`src/rtl/pipe_rca_adder.sv`:
```
// Segmented pipelined ripple-carry adder: S/COUT = A + B + CIN, built from fa cells.
// Latency NSEG cycles (counted in EN=1 edges), one new operation accepted per EN=1 cycle.
// No backpressure beyond EN: EN=0 freezes every register, including skew and valid bits.

// Single-bit full adder cell used to build each segment's ripple chain.
module fa (
    input  logic i_a,
    input  logic i_b,
    input  logic i_c,
    output logic o_s,
    output logic o_c
);
    assign o_s = i_a ^ i_b ^ i_c;
    assign o_c = (i_a & i_b) | (i_c & (i_a ^ i_b));
endmodule

module pipe_rca_adder #(
    parameter int WIDTH = 32,
    parameter int SEG   = 8
) (
    input  logic             CLK,
    input  logic             RSTN,
    input  logic             EN,
    input  logic             IN_VALID,
    input  logic [WIDTH-1:0] A,
    input  logic [WIDTH-1:0] B,
    input  logic             CIN,
    output logic [WIDTH-1:0] S,
    output logic             COUT,
    output logic             OUT_VALID
);
    localparam int NSEG = WIDTH / SEG;

    if (WIDTH % SEG != 0) begin : g_bad_seg
        $error("pipe_rca_adder: WIDTH must be a multiple of SEG");
    end

    // w_cin[k]/w_vpipe[k]: carry-in and valid seen by stage k in the current cycle.
    logic [NSEG-1:0]  w_cin;
    logic [NSEG-1:0]  w_cout;
    logic [NSEG-1:0]  w_vpipe;
    logic [WIDTH-1:0] w_sum_final;

    assign w_cin[0]   = CIN;
    assign w_vpipe[0] = IN_VALID;

    for (genvar k = 0; k < NSEG; k++) begin : g_seg
        logic [SEG-1:0] w_a;
        logic [SEG-1:0] w_b;
        logic [SEG-1:0] w_s;
        logic [SEG:0]   w_c;

        if (k == 0) begin : g_noskew
            assign w_a = A[SEG-1:0];
            assign w_b = B[SEG-1:0];
        end else begin : g_skew
            // Operand slice k waits k cycles so it meets the carry from stage k-1.
            logic [SEG-1:0] r_a_sk [k];
            logic [SEG-1:0] r_b_sk [k];

            // Input skew shift register for this segment's operand slice.
            always_ff @(posedge CLK) begin
                if (!RSTN) begin
                    for (int i = 0; i < k; i++) begin
                        r_a_sk[i] <= '0;
                        r_b_sk[i] <= '0;
                    end
                end else if (EN) begin
                    r_a_sk[0] <= A[k*SEG +: SEG];
                    r_b_sk[0] <= B[k*SEG +: SEG];
                    for (int i = 1; i < k; i++) begin
                        r_a_sk[i] <= r_a_sk[i-1];
                        r_b_sk[i] <= r_b_sk[i-1];
                    end
                end
            end

            assign w_a = r_a_sk[k-1];
            assign w_b = r_b_sk[k-1];
        end

        // Ripple chain of SEG full adders.
        assign w_c[0] = w_cin[k];
        for (genvar j = 0; j < SEG; j++) begin : g_bit
            fa u_fa (
                .i_a (w_a[j]),
                .i_b (w_b[j]),
                .i_c (w_c[j]),
                .o_s (w_s[j]),
                .o_c (w_c[j+1])
            );
        end
        assign w_cout[k] = w_c[SEG];

        if (k < NSEG - 1) begin : g_mid
            localparam int D = NSEG - 1 - k;
            logic [SEG-1:0] r_s_dk [D];
            logic           r_cy;
            logic           r_v;

            // Segment carry/valid hand-off to the next stage, plus sum deskew so all
            // slices of one operation reach the output register together.
            always_ff @(posedge CLK) begin
                if (!RSTN) begin
                    r_cy <= 1'b0;
                    r_v  <= 1'b0;
                    for (int i = 0; i < D; i++) r_s_dk[i] <= '0;
                end else if (EN) begin
                    r_cy      <= w_c[SEG];
                    r_v       <= w_vpipe[k];
                    r_s_dk[0] <= w_s;
                    for (int i = 1; i < D; i++) r_s_dk[i] <= r_s_dk[i-1];
                end
            end

            assign w_cin[k+1]              = r_cy;
            assign w_vpipe[k+1]            = r_v;
            assign w_sum_final[k*SEG +: SEG] = r_s_dk[D-1];
        end else begin : g_last
            // Last segment's sum and carry-out go straight into the output register.
            assign w_sum_final[k*SEG +: SEG] = w_s;
        end
    end

    // Output register: loads only when a valid result emerges; otherwise holds.
    always_ff @(posedge CLK) begin
        if (!RSTN) begin
            S         <= '0;
            COUT      <= 1'b0;
            OUT_VALID <= 1'b0;
        end else if (EN) begin
            OUT_VALID <= w_vpipe[NSEG-1];
            if (w_vpipe[NSEG-1]) begin
                S    <= w_sum_final;
                COUT <= w_cout[NSEG-1];
            end
        end
    end
endmodule

```
`config.mk`:
```
export PLATFORM = sky130hd
export DESIGN_NAME = pipe_rca_adder
export DESIGN_NICKNAME = d
export VERILOG_FILES = /design/src/rtl/pipe_rca_adder.sv
export SDC_FILE = /design/constraint.sdc
export NUM_CORES = 1
export LEC_CHECK = 0
export ABC_AREA = 1
export BUFFER_PORTS_ARGS = -buffer_cell sky130_fd_sc_hd__buf_2
export CAP_MARGIN = 20
export CORE_ASPECT_RATIO = 1.1
export CORE_MARGIN = 3
export CORE_UTILIZATION = 25
export DETAILED_ROUTE_END_ITERATION = 10
export PLACE_DENSITY = 0.48
export SLEW_MARGIN = 10
export SYNTH_ARGS = -nofsm -noshare
export SYNTH_HDL_FRONTEND = slang
export SYNTH_SLANG_ARGS = --single-unit
```
`constraint.sdc`:
```
create_clock -name CLK -period 3.9 [get_ports CLK]
set_input_delay 0.195 -clock CLK [delete_from_list [all_inputs] [get_ports CLK]]
set_output_delay 0.195 -clock CLK [all_outputs]
set_load 0.005 [all_outputs]
```
Word level (Yosys, flattened, before mapping)
Memory sizes are Yosys's and may differ from the RTL's. A register that Yosys moved wholly into a read port is not among the register bits. Index checks and enable logic that the tools add are counted.

Bits in registers: 40. Bits in writable memories: 144. Output and inout port bits: 34. Word-level logic and storage cells: 225. Memories kept: 9.

Muxes and demuxes: 25. Bitwise gates (word level): 175. Reductions and logical operators: 7.

Memory list: g_seg[0].g_mid.r_s_dk (depth 3, bits a word 8, rd ports 3, clocked after Yosys merged registers in 1, wr ports 3, line 97) `logic [SEG-1:0] r_s_dk [D];`; g_seg[3].g_skew.r_a_sk (depth 3, bits a word 8, rd ports 3, clocked after Yosys merged registers in 0, wr ports 3, line 58) `logic [SEG-1:0] r_a_sk [k];`; g_seg[3].g_skew.r_b_sk (depth 3, bits a word 8, rd ports 3, clocked after Yosys merged registers in 0, wr ports 3, line 59) `logic [SEG-1:0] r_b_sk [k];`; g_seg[1].g_mid.r_s_dk (depth 2, bits a word 8, rd ports 2, clocked after Yosys merged registers in 1, wr ports 2, line 97); g_seg[2].g_skew.r_a_sk (depth 2, bits a word 8, rd ports 2, clocked after Yosys merged registers in 0, wr ports 2, line 58); g_seg[2].g_skew.r_b_sk (depth 2, bits a word 8, rd ports 2, clocked after Yosys merged registers in 0, wr ports 2, line 59); +3 memories.

Operator list (number): 8-bit 2-to-1 mux (18); 1-bit AND (64); 1-bit XOR (64); 1-bit bitwise OR (47); 8-bit OR reduction (3); 1-bit 2-to-1 mux (7); 1-bit logical NOT (3); 2-bit AND reduction (1).

Logic depth before layout (Yosys ltp)
Gate-level depths: netlist of run 1.

Depth in word-level cells: 17. Mapped depth: 14. Mapped depth without buffers: 14.

Cells and area by module
Synthesis of run 1 repeated with hierarchy kept, for this count alone.

Cell total of the unflattened synthesis: 721. Area, all modules: 7738.7 µm².

Modules (own cells, without submodules): pipe_rca_adder (instances 1, cells an instance 689, area each 7098.1 µm², seq. area each 5124.9 µm²); fa (instances 32, cells an instance 1, area each 20.0 µm², seq. area each 0.0 µm²).

Least setup slack after synthesis of run 1
No wires, ideal clock.

Path type: input -> register. Start: input RSTN. End: memory g_seg[0].g_mid.r_s_dk[0][0] (enable). Library setup time: 1.233 ns. Arrival time: 2.868 ns. Path slack: -0.201 ns. Stages on the path: 3. Path buffers: 2. Path through: buf_2 buf_2 nand2_1.

RTL lines: from (decl) (line 22) `input logic RSTN,`; to (decl) (line 97).

==> results_dict.tcl, run 1 <==
set metrics [dict create \
    run_status "finished, final reports clean" \
    cts_tree "yes" \
    fin_tns_setup_ns 0 \
    layout.cells.most_common "nor2_1" \
    worst_setup_hold_path_clk_slew_ns 0.07 \
    ys_ff_latch 184 \
    switching_part_of_the_total_pct 24.2 \
    global_route.overflow_total 0 \
    post_synth_edffs 144 \
    netlist-cell-type-count 15 \
    antennaDiodeCount 0 \
    critical_path.startpoint_type "flop" \
    synthDominantAreaCellType "edfxtp_1" \
    cts.sink_count 184 \
    grt_max_degree 146 \
    cell_family_with_the_largest_share_of_critical_path_delay "adder cells" \
    layoutNonFillerInstCount 1263 \
    min_period_over_period_pct 95.1 \
    finalClockSkew_ns 0.0104 \
    vias_per_cell 3.50 \
    path_max_fanout 1 \
    total_cell_area_at_the_placement_stage_um2 8750 \
    number_of_global_route_vias_before_repair 4337 \
    hold_path_class "input pin to flop" \
    final_net_count 937 \
    crit_buf_inv 3 \
    period_needed_ns 3.71 \
    setup.worst_path.class "flop to flop" \
    clock_insertion_delay_worst_skew_ns 0.43 \
    synthesis.nets 839 \
    compound_gate_fraction_of_synth_area_pct 0.605 \
    number_of_remaining_drc_errors 0 \
    final_core_util_pct 30.5 \
    proportion_of_synthesized_chip_area_in_sequential_cells_pct 65.2 \
    fp-row-count 67 \
    synth.mux.area_fraction_pct 0 \
    dominant_combinational_cell_family_by_area_after_synthesis "simple AND/OR/NAND/NOR gates" \
    grt.total_usage_pct 8.85 \
    core_region_area_um2 30800 \
    critical_path.slowest_cell "fa_1" \
    initial_core_util_pct 25.6 \
    setup_viol 0 \
    post_synthesis_share_of_cell_area_spent_on_full_adders_half_adders_and_majority_gates_pct 8.15 \
    critPathMostFrequentCell "fa_2" \
    synth_top_cell_area_share_pct 55.0 \
    powerDensity_nw_per_um2 450 \
    clock_share_of_power_pct 39.0 \
    timing_worst_slew_pin_value_ns 0.916 \
    postCtsSetupRepairBufs 0 \
    synthesis.area_um2 7870 \
    ant_nets 0 \
    die_x_um 175 \
    synth_warnings 0 \
    number_of_antenna_violations_at_the_first_check_in_global_routing 0 \
    post-place-cells 1229 \
    leakage_nw 4.37 \
    flow.area_growth_from_synthesis_pct 19.2 \
    fmax_mhz 270 \
    most_frequent_cells_in_the_layout "nor2_1 (207), inv_1 (197), edfxtp_1 (144)" \
    grt_pass1_wl_um 23400 \
    drt_iter0_drc 269 \
    p_int_mw 3.19 \
    critPathCaptureType "flop" \
    synth.avg_cell_area_um2 10.7 \
    die_area_um2 33600 \
    routed_wire_length_per_instance_um 11.3 \
    cpPeakStageDelay_ns 0.42 \
    worst-endpoint-arrival_ns 3.97 \
    rsz0062_at_grt "false" \
    fp.dieH_um 192 \
    worst_slew_margin_rel_pct 39.0 \
    port-buffer-count 102 \
    fin_worst_hold_slack_ns 0.0536 \
    yosys.area_share.xor_xnor_pct 0 \
    finalMaxSlewViolations 0 \
    route.vias.total 4421 \
    cts_buffer_depth 2 \
    worst_ir_drop_vdd_v 0.000217 \
    i_o_pin_count 103 \
    postLayoutCellArea_um2 9370 \
    switching_power_mw 1.02 \
    gpl.final_weighted_congestion 0.686 \
    post_synth_and_or_nand_nor_area_fraction_pct 13.8 \
    crit_chain "inv_1 -> fa_1 -> inv_1 -> fa_2 -> fa_2 -> fa_2 -> fa_2 -> fa_2 -> fa_1 -> inv_1 -> fa_1 -> nor2_1" \
    cap_violations 0 \
    multi_input_area_um2 1830 \
    synth.area.top_cells "edfxtp_1 (55%), dfxtp_1 (10%), nor2_1 (9.9%)" \
    combinationalPowerShare_pct 6.7 \
    detailed_place_hpwl_um 9260 \
    report.final.hold_viol_count 0 \
    clock-root-buffer "clkbuf_16" \
    drtPass1Iterations 4 \
    finalWirelength_um 14200 \
    final_layout_size_suffix_gt1_share_pct 18.7 \
    final.fill_count 3239 \
    h-tree-depth 4 \
    synth-main-ff-cell "edfxtp_1" \
    async_flop_share_pct 0 \
    power.sequential.fraction_pct 54.3 \
    tritoncts.num_buffers 17 \
    seq_area_um2 5120 \
    synthCells 738 \
    cp_data_required_time_ns 4.17 \
]
[area by class of cell]
type	instances	share of cell area [%]
clock buffers	17	4.54
clock inverters	15	1.44
inverters	199	7.97
multi-input cells	326	19.5
flip-flops and latches	184	54.7
well taps	414	5.53
repair buffers	108	6.30
[flip-flops by register name, summed over array words and instances, names as in the netlist]
register	cells
g_seg.g_mid.r_s_dk	48
g_seg.g_skew.r_a_sk	48
g_seg.g_skew.r_b_sk	48
S	32
g_seg.g_mid.r_cy	3
g_seg.g_mid.r_v	3
COUT	1
OUT_VALID	1
[synth_stat cells (2+ instances only)]
| cell | instances |
|---|---|
| buf_1 | 2 |
| o21ai_0 | 5 |
| nand3_1 | 8 |
| inv_1 | 199 |
| nand2_2 | 2 |
| edfxtp_1 | 144 |
| nand2_1 | 68 |
| buf_2 | 14 |
| buf_6 | 12 |
| nor2_1 | 207 |
| dfxtp_1 | 40 |
| fa_1 | 32 |
| a21oi_1 | 3 |
[through the flow]
step / total power, mW / worst slack (ns)
after detailed placement: 2.62 / -0.166
after floorplan: 2.52 / 0.0104
after global placement: 2.62 / -0.141
after CTS: 4.30 / 0.0104
final: 4.22 / 0.192
after global routing: 4.43 / 0.00279
[tightest hold or removal path: stages]
cell and delay [ns]:
buf_2 0.07, inv_1 0.03, nor2_1 0.08
[logic make-up (layout without fill, tap and decap cells)]
family,Yosys count,count (layout)
AO/OA/AOI/OAI,9,9
adder cells (fa/ha/maj),32,32
buffers and inverters,228,339
flip-flops,184,184
AND/OR/NAND/NOR,285,285
[per-layer routing]
metal / GRT usage, % / vias up / share of wire [%]
li1: - / 2367 / -
met5: 0 / - / 0
met4: 3.74 / 0 / 2.0
met3: 2.23 / 18 / 3.1
met2: 12.5 / 75 / 43
met1: 12.8 / 1961 / 52
[final timing paths]
path                                start                      endpoint  slack [ns]  depth (start not counted)
max reg2reg  g_seg[1].g_skew.r_b_sk[0][0]   g_seg[1].g_mid.r_s_dk[0][7]        0.19                         12
max          g_seg[1].g_skew.r_b_sk[0][0]   g_seg[1].g_mid.r_s_dk[0][7]        0.19                         12
min                                 B[23]  g_seg[2].g_skew.r_b_sk[0][7]        0.05                          3
min reg2reg            g_seg[0].g_mid.r_v            g_seg[1].g_mid.r_v        0.46                          2
[timing repair]
item,in CTS,in global routing
hold buffers,1,0
pin swaps,0,8
resized for setup,8,3
setup endpoints to repair,3,3
hold endpoints to repair,1,0
[power by group through the flow]
stage	clock network (mW)	logic (mW)	registers (mW)
floorplan	0	0.195	2.32
detailed placement	0	0.287	2.33
global route	1.79	0.338	2.30
global placement	0	0.287	2.33
finish	1.64	0.283	2.29
CTS	1.71	0.293	2.29
No activity file was read; power rests on OpenSTA's default activity.
==> run 2, diff against run 1 <==
--- a/config.mk
+++ b/config.mk
@@ -5,7 +5,6 @@
 export SDC_FILE = /design/constraint.sdc
 export NUM_CORES = 1
 export LEC_CHECK = 0
-export ABC_AREA = 1
 export BUFFER_PORTS_ARGS = -buffer_cell sky130_fd_sc_hd__buf_2
 export CAP_MARGIN = 20
 export CORE_ASPECT_RATIO = 1.1
==> results_dict.tcl, run 2 <==
set metrics [dict create \
    synthesis.nets 653 \
    async_flop_share_pct 0 \
    i_o_pin_count 103 \
    h-tree-depth 4 \
    cp_data_required_time_ns 4.18 \
    cts_buffer_depth 2 \
    routed_wire_length_per_instance_um 14.6 \
    flow.area_growth_from_synthesis_pct 18.6 \
    number_of_antenna_violations_at_the_first_check_in_global_routing 0 \
    dp_slack_ns -0.167 \
    number_of_remaining_drc_errors 0 \
    powerDensity_nw_per_um2 459 \
    timing_worst_slew_pin_value_ns 0.776 \
    worst_slew_margin_rel_pct 48.3 \
    final_net_count 731 \
    cts_tree "yes" \
    grt_max_degree 95 \
    synth-main-ff-cell "edfxtp_1" \
    cts_hold_buffers 0 \
    path_max_fanout 1 \
    synth.area.top_cells "edfxtp_1 (56%), and3_1 (11%), dfxtp_1 (10%)" \
    report.final.hold_viol_count 0 \
    reg_top3 "g_seg.g_mid.r_s_dk: 48 flops, g_seg.g_skew.r_a_sk: 48 flops, g_seg.g_skew.r_b_sk: 48 flops" \
    synthCells 552 \
    worstRegToRegCells 12 \
    cpPeakStageDelay_ns 0.40 \
    synth_top_cells_by_count "edfxtp_1 (144), and3_1 (138), dfxtp_1 (40)" \
    route.vias.total 4310 \
    critPathMostFrequentCell "fa_2" \
    drt_iter0_drc 326 \
    port-buffer-count 102 \
    worstHoldPathCells 3 \
    crit_chain "inv_1 -> fa_1 -> inv_1 -> fa_2 -> fa_2 -> fa_2 -> fa_2 -> fa_2 -> fa_2 -> inv_2 -> fa_1 -> nor2_1" \
    total_power_mw 4.24 \
    rsz0062_at_grt "false" \
    final.setup.worst_slack_ns 0.170 \
    critical_path.startpoint_type "flop" \
    worst_setup_hold_path_clk_slew_ns 0.07 \
    fin_tns_setup_ns 0 \
    vias_per_cell 4.08 \
    clock-root-buffer "clkbuf_16" \
    leakage_nw 4.10 \
    crit_buf_inv 3 \
    finalMaxSlewViolations 0 \
    regToRegSetupSlack_ns 0.17 \
    clock_insertion_delay_worst_skew_ns 0.43 \
    die_area_um2 33200 \
    gpl.final_weighted_congestion 0.682 \
    final_layout_size_suffix_gt1_share_pct 30.2 \
    grt_pass1_wl_um 24800 \
    global_route.overflow_total 0 \
    synthDominantAreaCellType "edfxtp_1" \
    proportion_of_synthesized_chip_area_in_sequential_cells_pct 65.9 \
    setup.worst_path.class "flop to flop" \
    layout.cells.most_common "edfxtp_1" \
    synth_top_cell_area_share_pct 55.6 \
    finalClockSkew_ns 0.00931 \
    netlist-cell-type-count 21 \
    setup_viol 0 \
    total_cell_area_at_the_placement_stage_um2 8620 \
    initial_core_util_pct 25.5 \
    min_period_over_period_pct 95.6 \
    finalWirelength_um 15500 \
    die_x_um 174 \
    ant_nets 0 \
    most_frequent_cells_in_the_layout "edfxtp_1 (144), and3_1 (138), buf_2 (100)" \
    fmax_mhz 268 \
    cts.sink_count 184 \
    synth.most_common_cell "edfxtp_1" \
    critical_path.slowest_cell "fa_2" \
    number_of_global_route_vias_before_repair 4397 \
    timing.hold.worst.start "IN_VALID" \
    tritoncts.num_buffers 17 \
    critPathCaptureType "flop" \
    fp-row-count 67 \
    postLayoutCellArea_um2 9220 \
    post_synth_edffs 144 \
    cap_violations 0 \
    r2r-end "g_seg[2].g_mid.r_s_dk[0][7]" \
    crit-reg2reg-launch "g_seg[2].g_skew.r_b_sk[0][8]" \
    hold_path_class "input pin to flop" \
    final.fill_count 3153 \
    worst_ir_drop_vdd_v 0.000242 \
    synth.avg_cell_area_um2 14.1 \
    grt.total_usage_pct 9.49 \
    run_status "finished, final reports clean" \
    worst-endpoint-arrival_ns 4.01 \
    core_region_area_um2 30500 \
    ys_ff_latch 184 \
    worstSetupPathDepth 12 \
    antennaDiodeCount 0 \
    fp.dieH_um 191 \
    drtPass1Iterations 4 \
    synthesis.area_um2 7770 \
    period_needed_ns 3.73 \
    timing.hold.worst_endpoint "g_seg[0].g_mid.r_v" \
    cell_family_with_the_largest_share_of_critical_path_delay "adder cells" \
    synth_warnings 0 \
    detailed_place_hpwl_um 10100 \
]
## run 2: metal layers
layer  part of all wire [%]  vias to the layer above  wire length [um]  GRT usage (%)
li1                       -                     2153                 -              -
met1                     52                     2056              7980           13.7
met2                     44                       89              6810           14.0
met3                    3.0                       12               467           2.36
met4                    1.3                        0               199           3.03
met5                      0                        -                 0              0
## run 2: cells by family after synthesis
family | after synthesis | synth area share (%)
compound gates | 37 | 4.25
simple gates | 217 | 16.2
fa+ha+maj | 32 | 8.24
mux | 3 | 0.386
buf+inv | 79 | 5.02
flops | 184 | 65.9
## run 2: worst max-delay path by stage
stage / startpoint / end / slack [ns]
after floorplan: g_seg[1].g_skew.r_b_sk[0][0] / g_seg[1].g_mid.r_s_dk[0][7] / 0.03
after detailed placement: g_seg[1].g_skew.r_b_sk[0][0] / g_seg[1].g_mid.r_s_dk[0][7] / -0.17
final: g_seg[2].g_skew.r_b_sk[0][8] / g_seg[2].g_mid.r_s_dk[0][7] / 0.17
after global routing: g_seg[3].g_skew.r_b_sk[0][16] / S[31] / 0.01
after CTS: g_seg[2].g_skew.r_b_sk[0][8] / g_seg[2].g_mid.r_s_dk[0][7] / 0.007
after global placement: g_seg[1].g_skew.r_b_sk[0][0] / g_seg[1].g_mid.r_s_dk[0][7] / -0.11
## run 2: stage by stage
stage          util, %  instances  hold WS (ns)
2_1_floorplan        -        552         0.364
3_3_place_gp      28.2       1025         0.446
3_5_place_dp      28.2       1025         0.449
4_1_cts           30.2       1057        0.0220
5_1_grt           30.2       1057        0.0346
6_report          30.2       1057        0.0566
## run 2: report_power, final
group	leakage, nW	internal, mW	switching [mW]
logic	1.92	0.112	0.162
registers	1.90	2.25	0.0436
clock network	0.281	0.917	0.753
## run 2: area by class of cell
| class | count | area (um^2) | share of cell area (%) |
|---|---|---|---|
| well taps | 414 | 518 | 5.62 |
| clock inverters | 10 | 81.3 | 0.882 |
| flip-flops and latches | 184 | 5120 | 55.6 |
| clock buffers | 22 | 495 | 5.37 |
| repair buffers | 110 | 588 | 6.38 |
| inverters | 28 | 105 | 1.14 |
| multi-input cells | 289 | 2310 | 25.0 |
## run 2: timing repair
| action | 4_1_cts | 5_1_grt |
|---|---|---|
| pin swaps | 2 | 7 |
| setup endpoints to repair | 5 | 4 |
| setup buffers | 0 | 0 |
| resized for setup | 8 | 6 |
## run 2: worst register-to-register path: stages (launching register included)
cell      delay (ns)
edfxtp_1        0.37
inv_1           0.08
fa_1            0.16
inv_1           0.06
fa_2            0.40
fa_2            0.40
fa_2            0.36
fa_2            0.40
fa_2            0.40
fa_2            0.39
inv_2           0.07
fa_1            0.38
nor2_1          0.10
